--- config.mk ---
export PLATFORM = sky130hd
export DESIGN_NAME = demux7_1_collect
export DESIGN_NICKNAME = d
export VERILOG_FILES = /design/src/rtl/demux7_1_collect.sv
export SDC_FILE = /design/constraint.sdc
export NUM_CORES = 1
export LEC_CHECK = 0
export CORE_MARGIN = 3
export CORE_UTILIZATION = 28
export CTS_BUF_LIST = sky130_fd_sc_hd__clkbuf_4
export CTS_CLUSTER_DIAMETER = 100
export CTS_CLUSTER_SIZE = 12
export DETAILED_ROUTE_END_ITERATION = 12
export PLACE_DENSITY = 0.61
export SLEW_MARGIN = 20
export SYNTH_ARGS = -nofsm -noshare
export SYNTH_HDL_FRONTEND = slang
export SYNTH_SLANG_ARGS = --single-unit
--- constraint.sdc ---
create_clock -name clk -period 1.9 [get_ports clk]
set_input_delay 0.38 -clock clk [delete_from_list [all_inputs] [get_ports clk]]
set_output_delay 0.38 -clock clk [all_outputs]
set_load 0.03 [all_outputs]
--- src/rtl/demux7_1_collect.sv ---
// demux7_1_collect -- registered 1-to-7 demultiplexing collector.
//
// Items arrive one per in_valid/in_ready handshake. Each item is written to
// the lane chosen by sel. Once all seven lanes have been written, the
// assembled frame is presented on out_data with out_valid. The frame is held
// until out_ready is asserted.
//
// Optional build macro: DEMUX7_AUTO_SEL_EN
//   When defined, sel is ignored and an internal pointer fills lanes in the
//   order 0..6. In this mode sel_err is always 0.
//
// Ports:
//   clk          rising-edge clock
//   rst          synchronous active-high reset
//   in_valid     producer has an item
//   in_data[W]   item to steer
//   sel[3]       destination lane 0..6 (7 is illegal)
//   in_ready     block accepts an item this cycle
//   out_data[7W] assembled frame, lane i at [i*W +: W]
//   out_valid    frame complete and stable
//   out_ready    consumer takes the frame
//   lane_written bit i = lane i written in the current frame
//   sel_err      one-cycle pulse after an accepted item with sel==7

module demux7_1_collect_lane #(
  parameter int W = 1
) (
  input  logic         clk,
  input  logic         rst,
  input  logic         clr,
  input  logic         we,
  input  logic [W-1:0] d,
  output logic [W-1:0] q
);
  always_ff @(posedge clk) begin
    if (rst || clr) q <= '0;
    else if (we)    q <= d;
  end
endmodule

module demux7_1_collect #(
  parameter int W = 1
) (
  input  logic           clk,
  input  logic           rst,
  input  logic           in_valid,
  input  logic [W-1:0]   in_data,
  input  logic [2:0]     sel,
  output logic           in_ready,
  output logic [7*W-1:0] out_data,
  output logic           out_valid,
  input  logic           out_ready,
  output logic [6:0]     lane_written,
  output logic           sel_err
);
  typedef enum logic {COLLECT, HOLD} state_t;

  state_t              state, state_nxt;
  logic                accept, release_frame, err_nxt;
  logic [2:0]          dest;
  logic [6:0]          wr_lane, written_nxt;
  logic [6:0][W-1:0]   lane_q;

  assign in_ready      = !rst && (state == COLLECT);
  assign accept        = in_valid && in_ready;
  assign release_frame = (state == HOLD) && out_ready;
  assign out_valid     = (state == HOLD);
  assign out_data      = lane_q;

`ifdef DEMUX7_AUTO_SEL_EN
  logic [2:0] ptr;
  logic       unused_sel;
  assign unused_sel = ^sel;
  assign dest       = ptr;
  assign err_nxt    = 1'b0;

  always_ff @(posedge clk) begin
    if (rst)                ptr <= 3'd0;
    else if (release_frame) ptr <= 3'd0;
    else if (accept)        ptr <= (ptr == 3'd6) ? 3'd0 : ptr + 3'd1;
  end
`else
  assign dest    = sel;
  assign err_nxt = accept && (sel == 3'd7);
`endif

  // A shift by 7 pushes the bit out of the 7-bit vector, so sel==7 writes
  // no lane without needing a separate guard.
  always_comb begin
    wr_lane     = accept ? (7'h01 << dest) : 7'h00;
    written_nxt = lane_written | wr_lane;
  end

  always_comb begin
    state_nxt = state;
    case (state)
      COLLECT: if (accept && written_nxt == 7'h7F) state_nxt = HOLD;
      HOLD:    if (out_ready)                      state_nxt = COLLECT;
      default: state_nxt = COLLECT;
    endcase
  end

  always_ff @(posedge clk) begin
    if (rst) begin
      state        <= COLLECT;
      lane_written <= 7'h00;
      sel_err      <= 1'b0;
    end else begin
      state        <= state_nxt;
      sel_err      <= err_nxt;
      lane_written <= release_frame ? 7'h00 : written_nxt;
    end
  end

  for (genvar i = 0; i < 7; i++) begin : g_lane
    demux7_1_collect_lane #(.W(W)) u_lane (
      .clk (clk),
      .rst (rst),
      .clr (release_frame),
      .we  (wr_lane[i]),
      .d   (in_data),
      .q   (lane_q[i])
    );
  end
endmodule
# [Word level (Yosys, flattened, before mapping)]
# Index checks and enable logic that the tools add are counted.
[classes] addsub=0 n_mul=0 div_mod_pow=0 order_cmp=0 eq_ne=2 n_shift=1 mux=4 bitwise_logic=2 reduce_logical=8
[ops] op="equality test 7 bit, second input constant" count=1
[ops] op="2-to-1 mux 7 bit" count=1
[ops] op="bitwise OR 7 bit" count=1
[ops] op="<< shifter 1 x 3 -> 7 bit, first input constant" count=1
[ops] op="logical AND 1 bit" count=5
[ops] op="equality test 3 bit, second input constant" count=1
[ops] op="2-to-1 mux 1 bit" count=2
[ops] op="one-hot mux 1 bit (2 select lines)" count=1
[ops] op="OR reduction 2 bit" count=1
[ops] op="logical NOT 1 bit" count=1
[ops] op="logical OR 1 bit" count=1
[ops] op="inverter 1 bit" count=1
[word_totals] reg_bits=16 latchBits=0 mem_bits_rw=0 romBits=0 in_bits=8 output_inout_bits=17 mem_count=0

# [Longest topological paths before layout]
[logic_depth] ltp_word=9 mapped_depth=5 mapped_depth_nobuf=4

# [Hierarchy]
# Synthesis repeated with hierarchy kept, for this count alone.
[hier_totals] cells_unflattened=65 area_unflattened_um2=698.2
[by_module_without_submodules] module="demux7_1_collect" n_inst=1 cells_each=44 area_per_inst_um2=417.9
[by_module_without_submodules] module="demux7_1_collect_lane" n_inst=7 cells_each=3 area_per_inst_um2=40.0

# [Worst setup path after synthesis]
# Ideal clock, no wire load.
[synth_timing] kind="register -> register" start="register state (netlist: out_valid)" end="register g_lane[0].u_lane.q" setup_ps=128 arrival_time_ps=1485 required_ps=1772 path_slack_ps=288 stages_incl_launch_ff=6 cell_sequence="dfxtp_1 > or4b_1 > buf_2 > nor3_2 > mux2i_1 > nor2_1"
[synth_via] elab_chain_len=4 word_cells_on_any_way=6 classes_between="1 x mux; 1 x bitwise; 4 x reduce/logical"
[synth_lines] element="start, declared" line="58" text="state_t state, state_nxt;"
[synth_lines] element="start signal, assigned" line="109" text="state <= state_nxt;"
[synth_lines] element="inverter 1 bit"
[synth_lines] element="logical AND 1 bit" line="64" text="assign in_ready = !rst && (state == COLLECT);"
[synth_lines] element="logical AND 1 bit" line="65" text="assign accept = in_valid && in_ready;"
[synth_lines] element="2-to-1 mux 7 bit" line="90" text="wr_lane = accept ? (7'h01 << dest) : 7'h00;"
[synth_lines] element="end signal, assigned" line="36" text="if (rst || clr) q <= '0;"
[synth_lines] element="end signal, assigned" line="37" text="else if (we) q <= d;"
[synth_lines] element="end, declared" line="33" text="output logic [W-1:0] q"
# Several ways; a longest one is shown, not always the timed one.
# A chain may end at the register's enable or synchronous reset.

# [Worst setup path in the final report]
[layout_timing] start="input sel[0]" end="register g_lane[2].u_lane.q"
[layout_via] elab_chain_len=2
[layout_lines] element="start, declared" line="48" text="input logic [2:0] sel,"
[layout_lines] element="<< shifter 1 x 3 -> 7 bit" line="90"
[layout_lines] element="2-to-1 mux 7 bit" line="90"
[layout_lines] element="end signal, assigned" line="36"
[layout_lines] element="end signal, assigned" line="37"
[layout_lines] element="end, declared" line="33"
# Every way passes these cells.

==> impl_metrics.yaml <==
outcome:
  run_status: "completed"
synthesis:
  syn_nets: 89
  ys_seq_elements: 16
  synth.avg_cell_area_um2: 8.79
  muxShareOfSynthArea: 0.0844
  synth_simple_gate_area_share: 0.236
  synth_xor_area_frac: 0
  synth_area_um2: 712
  synth-compound-area-share: 0.139
  syn_inst: 81
  synth_top_family_by_area: "simple AND/OR/NAND/NOR gates"
  yosysSeqAreaShare: 0.450
  yosysWarnings: 0
  ys_types: 24
  synthAdderAreaFrac: 0
die:
  core_um2: 2320
  die_area_um2: 3180
  pin_count: 25
  start_util: 0.307
  row_count: 17
  dieHeight_um: 56.4
  dieWidth_um: 56.4
routing:
  drt-pass1-iter-count: 4
  route.detailed.drc: 0
  ant_nets: 0
  drtIter0Drc: 8
  wl_mm: 1.57
  wl_per_cell_um: 11.8
  vias: 602
  vias_per_cell: 4.53
grt:
  antenna_found_initial: 0
  grt_overflow: 0
  grt_pass1_wl_mm: 2.64
  grt-busiest-layer: "met1"
  track_usage: 0.106
  grt_start_max_net_pins: 15
  gr-usage-met2: 0.134
  use_met3: 0.0414
  met1_usage: 0.152
  grt_pass1_vias: 565
setup_path:
  required_ps: 2120
  crit_start: "sel[0]"
  r2r_setup_slack_ps: 310
  slowest_delay_ps: 670
  crit_fanout: 5
  cp-endpoint: "g_lane[2].u_lane.q"
  arrival_ps: 2010
  path_delay_family: "simple AND/OR/NAND/NOR gates"
  path_buf_inv: 2
  critPathLaunchType: "input pin"
  slowest_stage: "or4b_1"
  rr_startpoint: "out_valid"
  worstSetupPathType: "input pin to flop"
  path_cells: "clkdlybuf4s50_1 > or4b_1 > buf_4 > nor2_1 > nand2_1 > a21oi_1"
  reg2reg_depth: 5
  cp-end-kind: "flop"
  cp_num_cells: 6
  r2r_end: "g_lane[2].u_lane.q"
pwr:
  power_density_nw_per_um2: 608
  pwr-share-seq: 0.572
  p_switching_mw: 0.148
  peakVddDrop_uv: 363
  pwr-share-comb: 0.140
  intPower_mw: 0.454
  leakage_nw: 0.364
  p_clk_frac: 0.288
  p_sw_frac: 0.245
flow_run:
  cap_viol_max_count: 0
sta:
  skew_ps: 3.71
  tns_ps: 0
  min_period_over_period: 0.940
  period_minus_slack_ps: 1790
  setup_viol: 0
  hold_viol: 0
  timing.hold.ws_ps: 476
  drv_slew: 0
  fmax_ghz: 0.560
  slew_headroom: 0.724
  rsz0062_at_grt: "no"
  worstMarginPinSlew_ps: 415
clock_network:
  clk_path_buf_depth: 2
  hold_buffers: 0
  cts-root-buf: "clkbuf_4"
  h-tree-depth: 1
  worstSkewPairLatency_ps: 290
  clkTransAtPathRegs_ps: 90
  cts-resized-gates: 0
  cts_buffers: 3
  cts_tree: "yes"
  postCtsSetupRepairBufs: 0
  numClockSinks: 16
final_layout:
  fill_cells: 243
  syn2layout_area_growth_pct: 39.2
  drive_above_1_share: 0.133
  antenna_cells: 0
  layout.cells.non_filler: 133
  fin_nets: 115
placement:
  dp_cells: 130
  dp_hpwl_mm: 1.19
  io_buffer_count: 24
  gp_congestion: 0.709
hold_path:
  min_path_type: "flop to flop"
-- cells in the mapped netlist --
master	n	area, µm²
nor2_1	22	82.6
dfxtp_1	16	320
buf_4	7	52.6
mux2i_1	6	60.1
a21oi_1	4	20.0
nand2_1	4	15.0
nand2b_1	3	18.8
a21o_1	2	15.0
o21ai_1	2	10.0
a211oi_2	1	12.5
a221oi_1	1	8.76
a41oi_1	1	8.76
buf_1	1	3.75
buf_2	1	5.00
inv_1	1	3.75
nand4bb_1	1	11.3
nor2_2	1	6.26
nor2b_1	1	6.26
nor3_2	1	10.0
nor3b_1	1	7.51
o21ai_0	1	5.00
o21bai_2	1	11.3
o31ai_1	1	7.51
or4b_1	1	10.0
-- worst min-delay path by stage --
stage / from / end / slack (ps) / cells past startpoint
3_5_place_dp: lane_written[1] / lane_written[1] / 470 / 2
6_report: lane_written[1] / lane_written[1] / 480 / 2
4_1_cts: lane_written[1] / lane_written[1] / 480 / 2
5_1_grt: lane_written[1] / lane_written[1] / 510 / 2
2_1_floorplan: g_lane[2].u_lane.q / g_lane[2].u_lane.q / 460 / 2
3_3_place_gp: lane_written[1] / lane_written[1] / 460 / 2
-- cells in the final DEF, fill, tap and decap left out --
cell type	Yosys	layout
inv_1	1	1
a221oi_1	1	1
nor2_2	1	1
nor2_1	22	22
nor3_2	1	1
nand2_1	4	4
nor2b_1	1	1
mux2i_1	6	6
a211oi_2	1	1
or4b_1	1	1
clkdlybuf4s50_1	0	23
buf_4	7	7
a41oi_1	1	1
a21oi_1	4	4
nor3b_1	1	1
o31ai_1	1	1
o21ai_1	2	2
o21bai_2	1	1
dfxtp_1	16	16
o21ai_0	1	1
clkbuf_4	0	3
nand4bb_1	1	1
a21o_1	2	2
nand2b_1	3	3
-- registers in the layout, indices dropped and copies added (netlist names) --
register and cells:
lane_written 7, out_valid 1, g_lane.u_lane.q 7, sel_err 1
-- per-layer routing --
metal	wire, µm	vias up
met1	820	262
met5	0	-
met4	36	0
met2	610	20
li1	-	315
met3	101	5
-- final cells by class --
class	count	area (µm²)	share of cell area
sequential	16	320	0.323
inverter	1	3.75	0.00379
clock buffer	3	22.5	0.0227
timing repair buffer	30	283	0.285
tap	28	35.0	0.0354
multi-input combinational	55	327	0.330
-- per-stage QoR --
stage | util | cell area (µm²) | worst slack, ps | power, mW
2_1_floorplan | - | 712 | 288 | 0.392
3_3_place_gp | 0.418 | 968 | -153 | 0.436
3_5_place_dp | 0.418 | 968 | -182 | 0.437
4_1_cts | 0.427 | 991 | 112 | 0.610
5_1_grt | 0.427 | 991 | 53.6 | 0.637
6_report | 0.427 | 991 | 114 | 0.602
-- worst reg2reg max path, stage by stage, from the launching register on --
cell and delay (ps):
dfxtp_1 350, or4b_1 650, buf_4 200, nor2_1 140
nand2_1 70, a21oi_1 120
-- cell families after synthesis --
family,after synthesis
buffers and inverters,10
muxes,6
AOI/OAI and AO/OA,14
DFF,16
and+or+nand+nor,35
-- power groups by stage --
stage	clock (mW)	sequential [mW]	combinational, mW
final	0.173	0.344	0.0843
after floorplan	0	0.359	0.0336
after detailed placement	0	0.352	0.0843
after global placement	0	0.352	0.0842
after global routing	0.201	0.346	0.0908
after CTS	0.180	0.345	0.0850
No activity file was read; power rests on OpenSTA's default activity.
==> edit: new RTL, same flow settings <==
Remove the register `sel_err`: a continuous assignment takes its place, so the output `sel_err` follows one clock earlier. Comments in the files are not updated.
--- a/src/rtl/demux7_1_collect.sv
+++ b/src/rtl/demux7_1_collect.sv
@@ -105,11 +105,11 @@
       state        <= COLLECT;
       lane_written <= 7'h00;
-      sel_err      <= 1'b0;
     end else begin
       state        <= state_nxt;
-      sel_err      <= err_nxt;
       lane_written <= release_frame ? 7'h00 : written_nxt;
     end
   end
+
+  assign sel_err = err_nxt;
 
   for (genvar i = 0; i < 7; i++) begin : g_lane
Function: changed (a bounded check fails within 4 cycles, from zero or initial values and one cycle with rst high).
==> edit against the original RTL <==
Via count increased by 0.50%. Core utilization up 1.3 points. Sequential cell count fell by 1. Die area down 0.32%. Worst setup slack lost 0.043 ns. Synthesized area decreased by 0.35%. Clock skew increased by 0.0052 ns. Power is 0.90% lower. Wire length down 0.96%. Design area is 2.1% higher. Largest power group unchanged. Largest cell class unchanged.
==> edit: results (changes against the original RTL) <==
| Metric | Value |
|---|---|
| Sequential share of the synthesized area | `42.3% (-2.7 points)` |
| LEAKAGE | `0.000369 µW (+1.2%)` |
| Via density per instance | `4.55 (+0.50%)` |
| Port Buffer Count | `24 (unchanged)` |
| R2R Path Start | `out_valid$_SDFF_PP0_` |
| Fin crit period | `1.83 ns (+0.0425 ns)` |
| Overall track demand over capacity in global routing | `11.1% (+0.51 points)` |
| Synth top cells by count | `nor2_1 (22), dfxtp_1 (15), buf_4 (7)` |
| CTS Root Cell | `clkbuf_4` |
| Worst clock skew | `0.00895 ns (+0.00524 ns)` |
| Crit-path slowest cell | `clkdlybuf4s50_1` |
| Met2 Use GR | `15.7% (+2.3 points)` |
| Top cells by area, synth | `dfxtp_1 (42%), nor2_1 (12%), mux2i_1 (8.5%)` |
| Syn. warnings | `0 (unchanged)` |
| Worst skew pair latency | `0.28 ns` |
| CP Max Fanout | `4 (-1)` |
| Distinct cell type count after synthesis | `24 (unchanged)` |
| Slowest stage delay, CP | `0.42 ns (-0.25 ns)` |
| Share of layout cells above drive strength 1 | `17.1% (+3.8 points)` |
| Syn nets | `88 (-1.1%)` |
| Ys async rst share | `0% (unchanged)` |
| Met3 usage | `3.68% (-0.46 points)` |
| Global placement routability congestion | `0.829 (+17%)` |
| R2r endpoint | `g_lane[0].u_lane.q$_SDFFE_PP0P_` |
| Clock transition at the registers of the reported paths | `roughly 0.10 ns` |
| DRT Pass-1 Iters | `4 (unchanged)` |
| H-tree Lvls | `1 (unchanged)` |
| Slew of the pin with the lowest slew margin | `0.446 ns (+0.0310 ns)` |
| Vias in the first global route | `598 (+5.8%)` |
| Top layer in use | `met4` |
| Nets | `114 (-0.87%)` |
| Setup crit end | `sel_err` |
| First-pass GRT wire length | `2730 µm (+3.1%)` |
| Diode count | `0 (unchanged)` |
| Cells after Synth | `80 (-1.2%)` |
| Pin count of the biggest net entering global routing | `15 (unchanged)` |
| Layout Cells excl Fill | `133 (unchanged)` |
| Longest Clk Path Bufs | `2 (unchanged)` |
| Met3 routed WL | `120 µm (+19%)` |
| R2R cell count | `5 (unchanged)` |
| CTS buffer count | `3 (unchanged)` |
| Met1 GRT Util | `14.2% (-0.99 points)` |
| DR WL/cell | `11.7 µm (-0.96%)` |
| Worst min-delay path class | `flip-flop to flip-flop` |
| Metal2 WL | `693 µm (+14%)` |
| Beginning of the critical path | `rst` |
| Area after DPL | `957 µm² (-1.2%)` |
| Post-CTS setup buffers | `0 (unchanged)` |
| Detailed router's first-iteration violation count | `7 (-1)` |
| Initial antenna violation count | `0 (unchanged)` |
| Pre-CTS setup slack | `-0.128 ns (+0.0540 ns)` |
| Outcome | `complete, no violations` |
| Crit path DAT | `1.45 ns (-0.56 ns)` |
| Post-Route M1 WL | `724 µm (-12%)` |
| Worst vdd ir | `284 µV (-22%)` |
| DP HPWL | `1180 µm (-1.6%)` |
## edit: worst min path at each step
stage	slack, ns	endpoint	from	cells after the start
2_1_floorplan	0.46	g_lane[2].u_lane.q$_SDFFE_PP0P_	g_lane[2].u_lane.q$_SDFFE_PP0P_	2
3_5_place_dp	0.46	lane_written[1]$_SDFF_PP0_	lane_written[1]$_SDFF_PP0_	2
4_1_cts	0.48	lane_written[1]$_SDFF_PP0_	lane_written[1]$_SDFF_PP0_	2
5_1_grt	0.51	g_lane[2].u_lane.q$_SDFFE_PP0P_	g_lane[2].u_lane.q$_SDFFE_PP0P_	2
3_3_place_gp	0.46	lane_written[1]$_SDFF_PP0_	lane_written[1]$_SDFF_PP0_	2
6_report	0.47	lane_written[1]$_SDFF_PP0_	lane_written[1]$_SDFF_PP0_	2
## edit: report_power, final
group          switching, µW  internal, µW  total [µW]
Combinational           48.7          43.1        91.8
Sequential              3.70           319         323
Clock                    104          78.1         182
## edit: worst max-delay path: cells and delay by family
kind                   cells  cell delay (ns)
buffers and inverters      3             0.71
and+or+nand+nor            2             0.36
## edit: cell type report
type                            instances  area, µm²
Fill cell                             237       1280
Timing Repair Buffer                   30        284
Multi-Input combinational cell         55        362
Sequential cell                        15        300
Clock inverter                          1       5.00
Tap cell                               28       35.0
Clock buffer                            3       22.5
Inverter                                1       3.75
## edit: logic make-up after synthesis
logic type,Yosys count,synth area share [%]
simple gates,35,25.2
flops,15,42.3
compound gates,14,13.9
buf+inv,10,10.1
mux,6,8.47
## edit: what timing repair did
item / 4_1_cts / 5_1_grt
endpoints found under the setup margin: 1 / 1
pin swaps: 0 / 1
resized for setup: 1 / 3
